[config.mk]
export PLATFORM = sky130hd
export DESIGN_NAME = ram_access_ctrl
export DESIGN_NICKNAME = d
export VERILOG_FILES = /design/src/rtl/ram_access_ctrl.sv
export SDC_FILE = /design/constraint.sdc
export NUM_CORES = 1
export LEC_CHECK = 0
export BUFFER_PORTS_ARGS = -buffer_cell sky130_fd_sc_hd__buf_4
export CAP_MARGIN = 20
export CORE_UTILIZATION = 45
export CTS_BUF_LIST = sky130_fd_sc_hd__clkbuf_4 sky130_fd_sc_hd__clkbuf_8
export CTS_CLUSTER_DIAMETER = 30
export DETAILED_ROUTE_END_ITERATION = 16
export HOLD_SLACK_MARGIN = 0.06
export PLACE_DENSITY = 0.89
export SLEW_MARGIN = 20
export SYNTH_ARGS = -nofsm -noshare
export SYNTH_HDL_FRONTEND = slang
export SYNTH_SLANG_ARGS = --single-unit
[constraint.sdc]
create_clock -name clk -period 1.7 [get_ports clk]
set_clock_uncertainty 0.1 [all_clocks]
set_input_delay 0.34 -clock clk [delete_from_list [all_inputs] [get_ports clk]]
set_output_delay 0.34 -clock clk [all_outputs]
set_load 0.02 [all_outputs]
[src/rtl/ram_access_ctrl.sv]
// ram_access_ctrl
//   Initiator-side controller for a 16 x 8-bit data RAM. The controller takes
//   one load or store at a time over a valid/ready request handshake. It drives
//   the RAM strobes for that access and returns one response per request over
//   a second valid/ready handshake.
//
// Optional feature, selected by the macro WRITE_VERIFY_EN:
//   When the macro is defined, every store reads the location back in a VERIFY
//   cycle, and rsp_err flags a read-back mismatch.
//   When it is undefined, stores go WRITE -> RESP and rsp_err is tied to 0.
//
// Ports
//   clk, reset         system clock; asynchronous active-high reset
//   req_valid/ready    request handshake (ready only while idle)
//   req_write          1 = store, 0 = load
//   req_addr/wdata     word address / store data
//   rsp_valid/ready    response handshake
//   rsp_rdata          load data (8'h00 for stores)
//   rsp_err            write-verify mismatch
//   MemWrite/MemRead   RAM strobes, decoded from state only
//   Address/WriteData  RAM address / write data, zero outside an access
//   MemData_in         combinational RAM read data
module ram_access_ctrl (
  input  logic       clk,
  input  logic       reset,
  input  logic       req_valid,
  output logic       req_ready,
  input  logic       req_write,
  input  logic [3:0] req_addr,
  input  logic [7:0] req_wdata,
  output logic       rsp_valid,
  input  logic       rsp_ready,
  output logic [7:0] rsp_rdata,
  output logic       rsp_err,
  output logic       MemWrite,
  output logic       MemRead,
  output logic [3:0] Address,
  output logic [7:0] WriteData,
  input  logic [7:0] MemData_in
);

  typedef enum logic [2:0] {
    IDLE   = 3'd0,
    WRITE  = 3'd1,
    READ   = 3'd2,
    VERIFY = 3'd3,
    RESP   = 3'd4
  } state_t;

  state_t     state_q, state_d;
  logic [3:0] addr_q,  addr_d;
  logic [7:0] wdata_q, wdata_d;
  logic       write_q, write_d;
  logic [7:0] rdata_q, rdata_d;
`ifdef WRITE_VERIFY_EN
  logic       err_q,   err_d;
`endif

  always_ff @(posedge clk or posedge reset) begin
    if (reset) begin
      state_q <= IDLE;
      addr_q  <= 4'h0;
      wdata_q <= 8'h00;
      write_q <= 1'b0;
      rdata_q <= 8'h00;
`ifdef WRITE_VERIFY_EN
      err_q   <= 1'b0;
`endif
    end else begin
      state_q <= state_d;
      addr_q  <= addr_d;
      wdata_q <= wdata_d;
      write_q <= write_d;
      rdata_q <= rdata_d;
`ifdef WRITE_VERIFY_EN
      err_q   <= err_d;
`endif
    end
  end

  always_comb begin
    state_d   = state_q;
    addr_d    = addr_q;
    wdata_d   = wdata_q;
    write_d   = write_q;
    rdata_d   = rdata_q;
`ifdef WRITE_VERIFY_EN
    err_d     = err_q;
`endif
    req_ready = 1'b0;
    rsp_valid = 1'b0;
    rsp_rdata = 8'h00;
    rsp_err   = 1'b0;
    MemWrite  = 1'b0;
    MemRead   = 1'b0;
    Address   = 4'h0;
    WriteData = 8'h00;

    case (state_q)
      IDLE: begin
        req_ready = 1'b1;
        if (req_valid) begin
          addr_d  = req_addr;
          wdata_d = req_wdata;
          write_d = req_write;
          state_d = req_write ? WRITE : READ;
`ifdef WRITE_VERIFY_EN
          // A stale error must not leak into the next response.
          err_d   = 1'b0;
`endif
        end
      end
      WRITE: begin
        MemWrite  = 1'b1;
        Address   = addr_q;
        WriteData = wdata_q;
        rdata_d   = 8'h00;
`ifdef WRITE_VERIFY_EN
        state_d   = VERIFY;
`else
        state_d   = RESP;
`endif
      end
      READ: begin
        MemRead = 1'b1;
        Address = addr_q;
        rdata_d = MemData_in;
        state_d = RESP;
      end
`ifdef WRITE_VERIFY_EN
      VERIFY: begin
        MemRead = 1'b1;
        Address = addr_q;
        err_d   = (MemData_in != wdata_q);
        state_d = RESP;
      end
`endif
      RESP: begin
        rsp_valid = 1'b1;
        // Stores always report zero data, independent of rdata_q history.
        rsp_rdata = write_q ? 8'h00 : rdata_q;
`ifdef WRITE_VERIFY_EN
        rsp_err   = err_q;
`endif
        if (rsp_ready) state_d = IDLE;
      end
      default: state_d = IDLE;
    endcase
  end

endmodule
==> results of run 1 <==
==> kinds of logic (layout without fill, tap and decap cells) <==
logic type	Yosys count	after routing	synth area share
flip-flops	24	24	0.478
AO/OA/AOI/OAI	10	10	0.0687
AND/OR/NAND/NOR	44	44	0.282
XOR/XNOR	1	1	0.00697
multiplexers	13	13	0.117
other	1	1	0.00299
buffers and inverters	10	77	0.0448
==> cell usage after synthesis <==
| master | count |
|---|---|
| xnor2_1 | 1 |
| nor4bb_1 | 8 |
| conb_1 | 1 |
| nor2b_1 | 1 |
| and2_1 | 17 |
| dfrtp_1 | 24 |
| buf_2 | 3 |
| nor3_1 | 1 |
| inv_1 | 2 |
| o2bb2ai_1 | 1 |
| nor3b_2 | 1 |
| buf_6 | 1 |
| mux2_2 | 13 |
| nor4b_4 | 1 |
| nor3b_1 | 14 |
| a21o_1 | 1 |
| a211o_1 | 8 |
| clkbuf_1 | 2 |
| buf_4 | 2 |
| nor4b_2 | 1 |
==> registers in the layout, indices dropped and copies added, names as in the netlist <==
register,cells
addr_q,4
rdata_q,8
state_q,3
wdata_q,8
write_q,1
==> through the flow <==
| stage | cells | power [mW] |
|---|---|---|
| after global placement | 184 | 2.17 |
| after floorplan | 103 | 1.80 |
| after CTS | 195 | 2.83 |
| final | 200 | 3.16 |
| after detailed placement | 184 | 2.23 |
| after global routing | 200 | 3.30 |
==> what timing repair did <==
action                     CTS  global route
setup endpoints to repair   24            37
pin swaps                   12             8
gates resized for setup     39            26
hold endpoints to repair    24             1
hold buffers                 1             1
buffers inserted             7             4
==> worst max path at each step <==
| stage | startpoint | cells after the start | slack (ps) | to |
|---|---|---|---|---|
| after floorplan | state_q[1] | 3 | -100 | Address[0] |
| after global placement | state_q[1] | 4 | 80 | wdata_q[7] |
| after detailed placement | state_q[1] | 4 | 40 | addr_q[0] |
| after CTS | state_q[0] | 4 | -250 | rsp_rdata[7] |
| after global routing | state_q[1] | 4 | -320 | Address[3] |
| final | state_q[0] | 6 | -270 | write_q |
==> metal layers <==
metal | up-vias | global-route usage
met5 | - | 0
met4 | 0 | 0.120
met3 | 6 | 0.0389
met2 | 32 | 0.418
met1 | 560 | 0.292
li1 | 502 | -
==> critical path, cell delays in order, from the launching register on <==
cell	delay, ps
dfrtp_2	470
buf_4	160
buf_4	140
buf_4	130
nor4b_4	300
buf_12	210
mux2_2	360
==> power breakdown <==
part	internal (mW)	leakage (nW)	switching (mW)
clock network	0.239	0.0279	0.188
logic	0.971	0.715	0.686
registers	0.845	0.285	0.232
==> area by class of cell <==
class | count | share of cell area
Sequential cell | 24 | 0.289
Multi-Input combinational cell | 69 | 0.356
Tap cell | 30 | 0.0179
Inverter | 2 | 0.00359
Timing Repair Buffer | 71 | 0.308
Clock buffer | 3 | 0.0108
Clock inverter | 1 | 0.0144
==> impl_metrics.toml, run 1 <==
[status]
outcome = "complete, but fails checks"
violations = "negative setup slack"

[place]
gp_congestion = 0.685
post-dp-hpwl_mm = 2.03
placed_area_um2 = 1710
dpl_worst_slack_ps = 39.0
io_buffers = 48

[sta]
rsz0062_at_grt = "yes"
slew_violations = 0
tns_ps = -8350
final-hold-violation-count = 0
setup_violations = 38
period_share = 1.16
layout_min_cycle_time_ps = 1970
hold_ws_ps = 124
timing.fmax_mhz = 508
layout_setup_ws_ps = -269

[floorplanning]
dieArea_um2 = 3010
core_um2 = 2570
chipWidth_um = 54.8
num_rows = 18
dieHeight_um = 54.8
start_util = 0.489
pin_count = 50

[synth]
yosys_warnings = 0
syn-num-nets = 128
avgSynthCellArea_um2 = 12.2
synth_seq_cells = 24
synthCells = 103
synth_seq_area_share = 0.478
synthesis.area_um2 = 1260
synthDistinctLibCells = 20
synth.top_cell.area_share = 0.478
synth_area_leaders = "dfrtp_1, mux2_2, and2_1, nor3b_1, nor4bb_1"
yosysTopAreaCell = "dfrtp_1"

[final_layout]
multi_input_area_um2 = 746
n_fill_cell = 146
layout.nets = 196
fin_util = 0.815
final_cell_mix = "buf_4, buf_6, dfrtp_1, and2_4, mux2_4"
diodes = 0
synthToLayoutAreaGrowth_pct = 66.5
stdcell_area_um2 = 2090
final_common_cell = "buf_4"
layout-drive-gt1-share = 0.682
seqCellArea_um2 = 604

[route]
first_iter_violations = 13
via_per_inst = 5.50
drtAntennaViolNets = 0
wl_met1_mm = 1.56
totalWireLength_mm = 3.81
vias = 1100
dr.pass1.iters = 4
dr.max_layer_used = "met4"
wl_met3_um = 117
wire_per_inst_um = 19.0
met2_length_mm = 2.05
remaining_drc_errors = 0

[setup_path]
ff2ff_setup_slack_ps = -270
cp.arrival_ps = 2100
setup.worst_path.start_class = "flop"
worst_setup_path_end_kind = "flop"
worstReg2RegStart = "state_q[0]"
r2r_end = "write_q"
reg2reg_depth = 6
critPathKind = "flop to flop"
crit_fanout = 15
worstPathRequired_ps = 1830

[clocking]
clock_latency_ps = 340
path_clk_slew_ps = 140
cts_num_sinks = 24
tritoncts = "done"
cts_max_path_buffers = 2
h-tree-depth = 1
cts_buffers = 3
cts-root-buf = "clkbuf_4"

[grt]
grt_remaining_overflow = 0
antenna_found_initial = 0
grt_max_degree = 25
track_usage = 0.244
grt_pass1_wl_mm = 4.98
first_global_vias = 1030

[pwr]
powerDensity_nw_per_um2 = 1510
irDropWorstVdd_v = 0.00130
power_leakage_nw = 1.03

[hold_path]
worstHoldStart = "req_addr[2]"
whs_path_depth = 2
min_path_type = "input pin to flop"
min_to = "addr_q[2]"

[run]
cap_violations = 0
Power figures use the tool's default switching activity.
==> run 2: changes to the inputs <==
Settings changed: CAP_MARGIN 20 to 25, CORE_UTILIZATION 45 to 25, PLACE_DENSITY 0.89 to 0.59.
==> run 2 against run 1 <==
  * The flow still finishes with violations (negative setup slack)
  * Total power grew 1.8%
  * Sequential share of layout area shrank 0.97 points
  * Register-to-register slack gained 120 ps
  * Design area grew 3.5%
  * Via count shrank 1.6%
  * Die area grew 77%
==> impl_metrics.toml, run 2 (synthesized netlist as in run 1, its figures left out) <==
[route]
dr.pass1.iters = 3
vias = 1082
first_iter_violations = 21
drtAntennaViolNets = 0
remaining_drc_errors = 0
via_per_inst = 4.55
wire_per_inst_um = 14.1
totalWireLength_mm = 3.35

[clocking]
cts_num_sinks = 24
h-tree-depth = 1
cts_buffers = 3
cts_max_path_buffers = 2
cts-root-buf = "clkbuf_8"
path_clk_slew_ps = 90
tritoncts = "done"
clock_latency_ps = 270

[final_layout]
largestRegisters = "rdata_q (8), wdata_q (8), addr_q (4)"
final_cell_mix = "buf_4, buf_6, dfrtp_1, mux2_4, and2_4"
final_common_cell = "buf_4"
synthToLayoutAreaGrowth_pct = 72.3
layout.nets = 197
diodes = 0
layout-drive-gt1-share = 0.667

[setup_path]
crit_fanout = 8
worstPathRequired_ps = 1260
cp.arrival_ps = 1470
worst_setup_path_end_kind = "output pin"
critPathKind = "flop to output pin"
setup.worst_path.start_class = "flop"
worstSetupStartpoint = "state_q[1]"
worstReg2RegStart = "state_q[2]"

[place]
post-dp-hpwl_mm = 2.21
gp_congestion = 0.669
io_buffers = 48
dpl_worst_slack_ps = -10.5

[grt]
grt_max_degree = 25
track_usage = 0.127
grt_remaining_overflow = 0
antenna_found_initial = 0
first_global_vias = 1099
grt_pass1_wl_mm = 5.13

[floorplanning]
num_rows = 25
core_um2 = 4790
dieArea_um2 = 5310
pin_count = 50
dieHeight_um = 72.9
start_util = 0.262
chipWidth_um = 72.9

[sta]
period_share = 1.12
final-hold-violation-count = 0
tns_ps = -5540
timing.fmax_mhz = 525
setup_violations = 36
layout_min_cycle_time_ps = 1910
layout_setup_ws_ps = -205
rsz0062_at_grt = "yes"
slew_violations = 0

[pwr]
p_switching_mw = 1.06
irDropWorstVdd_v = 0.000980
internal_power_mw = 2.15
swShare = 0.330
powerDensity_nw_per_um2 = 1490
power_mw = 3.22
comb_power_share = 0.521
power_leakage_nw = 1.04
pwr-share-clk = 0.157
p_seq_frac = 0.322

[run]
cap_violations = 0

[hold_path]
min_path_type = "input pin to flop"
worstHoldStart = "req_write"

[status]
violations = "negative setup slack"
outcome = "complete, but fails checks"
run 2: final timing paths:
kind / endpoint / slack [ps] / cells after the start
max in group asynchronous: state_q[0] / 680 / 4
hold / removal: state_q[1] / 130 / 2
hold reg to reg: wdata_q[4] / 410 / 1
min in group asynchronous: addr_q[0] / 560 / 4
setup / recovery: rsp_rdata[2] / -210 / 4
setup reg to reg: wdata_q[7] / -150 / 6
run 2: area by class of cell:
class | instances | area, µm²
clock buffer | 3 | 41.3
clock inverter | 1 | 30.0
fill | 425 | 2620
inverter | 2 | 7.51
multi-input combinational | 70 | 764
sequential | 24 | 604
tap | 67 | 83.8
timing repair buffer | 71 | 633
run 2: critical path, stage by stage, from the launching register on:
cell and delay, ps:
dfrtp_2 450, nor4b_2 270, buf_4 210, and2_1 150
buf_6 110
run 2: metal layers:
metal	vias up	track usage	part of all wire	routed length (µm)
met5	-	0	0	0
met4	0	0.0654	0.033	110
met3	12	0.0373	0.055	184
met2	43	0.209	0.48	1620
met1	517	0.149	0.43	1430
li1	510	-	-	-
run 2: metrics by stage:
step	cells	cell area, µm²	hold slack, ps	util
after floorplan	103	1270	255	-
after global placement	223	1760	307	0.368
after global routing	238	2160	121	0.452
after CTS	235	2000	117	0.418
final	238	2160	126	0.452
after detailed placement	223	1760	314	0.368
run 2: power by group through the flow:
| stage | registers [mW] | clock network, mW | logic, mW |
|---|---|---|---|
| 2_1_floorplan | 0.964 | 0 | 0.834 |
| 3_3_place_gp | 1.01 | 0 | 1.17 |
| 3_5_place_dp | 1.03 | 0 | 1.21 |
| 4_1_cts | 1.01 | 0.520 | 1.44 |
| 5_1_grt | 1.06 | 0.540 | 1.79 |
| 6_report | 1.04 | 0.506 | 1.68 |
run 2: repair_timing:
| item | 4_1_cts | 5_1_grt |
|---|---|---|
| buffers inserted | 6 | 3 |
| gates resized for setup | 28 | 38 |
| endpoints found under the hold margin | 24 | 0 |
| pin swaps | 8 | 16 |
| hold buffers | 1 | 0 |
| cloned | 1 | 1 |
| setup endpoints to repair | 24 | 37 |
==> run 3: changes to the inputs <==
Settings changed: CELL_PAD_IN_SITES_DETAIL_PLACEMENT from default to 1, CELL_PAD_IN_SITES_GLOBAL_PLACEMENT from default to 1, PLACE_DENSITY 0.59 to 0.71, REMOVE_ABC_BUFFERS from default to 1.
==> run 3 against run 2 <==
  * The flow still finishes with violations (negative setup slack)
  * Sequential power about the same
  * Core utilization down 3.1 points
  * Total power down 9.6%
  * Design area down 6.8%
  * Register-to-register slack better by 100 ps
  * Combinational power down 9.5%
  * Hold slack better by 4.5 ps
  * Global-route usage up 1.4 points
  * Largest cell class unchanged
==> impl_metrics.toml, run 3 (synthesized netlist as in run 1, its figures left out) <==
[status]
outcome = "complete, but fails checks"
violations = "negative setup slack"

[sta]
tns_ps = -4160
timing.fmax_mhz = 514
layout_setup_ws_ps = -246
final-hold-violation-count = 0
setup_violations = 37
rsz0062_at_grt = "yes"
hold_ws_ps = 130
period_share = 1.14
slew_violations = 0
layout_min_cycle_time_ps = 1950

[clocking]
cts_buffers = 3
h-tree-depth = 1
cts_num_sinks = 24
path_clk_slew_ps = 80
clock_latency_ps = 270
cts_max_path_buffers = 2
tritoncts = "done"
cts-root-buf = "clkbuf_8"

[setup_path]
setup.worst_path.start_class = "flop"
worstSetupStartpoint = "state_q[1]"
worstPathRequired_ps = 1260
critPathKind = "flop to output pin"
crit_fanout = 9
worst_setup_path_end_kind = "output pin"
cp.arrival_ps = 1510
worstReg2RegStart = "state_q[1]"

[hold_path]
worstHoldStart = "req_write"
min_path_type = "input pin to flop"

[route]
wire_per_inst_um = 15.7
remaining_drc_errors = 0
totalWireLength_mm = 3.62
first_iter_violations = 19
drtAntennaViolNets = 0
vias = 1052
via_per_inst = 4.57
dr.pass1.iters = 4

[final_layout]
diodes = 0
final_cell_mix = "buf_4, dfrtp_1, buf_6, and2_1, mux2_4"
n_fill_cell = 511
seqCellArea_um2 = 604
final_common_cell = "buf_4"
multi_input_area_um2 = 706
synthToLayoutAreaGrowth_pct = 60.6
layout.nets = 190
largestRegisters = "rdata_q (8), wdata_q (8), addr_q (4)"
layout-drive-gt1-share = 0.607

[pwr]
power_leakage_nw = 0.964
irDropWorstVdd_v = 0.000601
powerDensity_nw_per_um2 = 1440
power_mw = 2.91

[place]
io_buffers = 48
dpl_worst_slack_ps = 41.9
gp_congestion = 0.671
post-dp-hpwl_mm = 2.53

[grt]
grt_max_degree = 25
antenna_found_initial = 0
grt_pass1_wl_mm = 5.73
grt_remaining_overflow = 0
track_usage = 0.141
first_global_vias = 1164

[floorplanning]
pin_count = 50
chipWidth_um = 72.9
num_rows = 25
start_util = 0.262
dieHeight_um = 72.9
core_um2 = 4790
dieArea_um2 = 5310

[run]
cap_violations = 0
-- run 3: cell count changes in the layout (fill, tap and decap cells not counted), moves of 2 or more --
cell / change
and2_4: -6
buf_6: -7
and2_1: +6
nor3b_4: -2
mux2_2: +3
mux2_4: -3
-- run 3: layer usage --
layer	share of wire	global-route usage
met1	0.43	0.179
met2	0.50	0.238
met4	0.015	0.0501
met5	0	0
met3	0.056	0.0290
-- run 3: layout make-up --
class / instances / area share
well taps: 67 / 0.0416
clock buffers: 3 / 0.0205
inverters: 2 / 0.00372
multi-input cells: 69 / 0.350
repair buffers: 65 / 0.285
flip-flops and latches: 24 / 0.300
-- run 3: what timing repair did --
item / in CTS / in global routing
buffers inserted: 2 / 1
hold buffers: 1 / 0
hold endpoints to repair: 24 / 0
endpoints found under the setup margin: 24 / 34
pin swaps: 2 / 1
gates resized for setup: 30 / 18
-- run 3: path summary, 6_finish.rpt --
kind | cells past startpoint | endpoint | slack, ps
max | 5 | WriteData[4] | -250
min reg2reg | 1 | rdata_q[2] | 410
min in group asynchronous | 4 | rdata_q[2] | 580
min | 2 | state_q[1] | 130
max reg2reg | 5 | write_q | -50
max in group asynchronous | 4 | state_q[2] | 660
-- run 3: power by group --
group | leakage [nW] | switching, mW | internal [mW]
combinational | 0.657 | 0.644 | 0.878
clock | 0.0216 | 0.188 | 0.159
sequential | 0.285 | 0.191 | 0.847
-- run 3: through the flow --
step	cells	cell area, µm²	utilization
CTS	229	1940	0.405
detailed placement	223	1760	0.368
floorplan	95	1210	-
global placement	223	1760	0.368
global route	230	2020	0.421
finish	230	2020	0.421
-- run 3: worst max-delay path: stages, from the launching register on --
cell and delay, ps:
dfrtp_2 440, buf_4 150, nor3b_2 150, buf_4 180
and2_1 160, buf_4 140
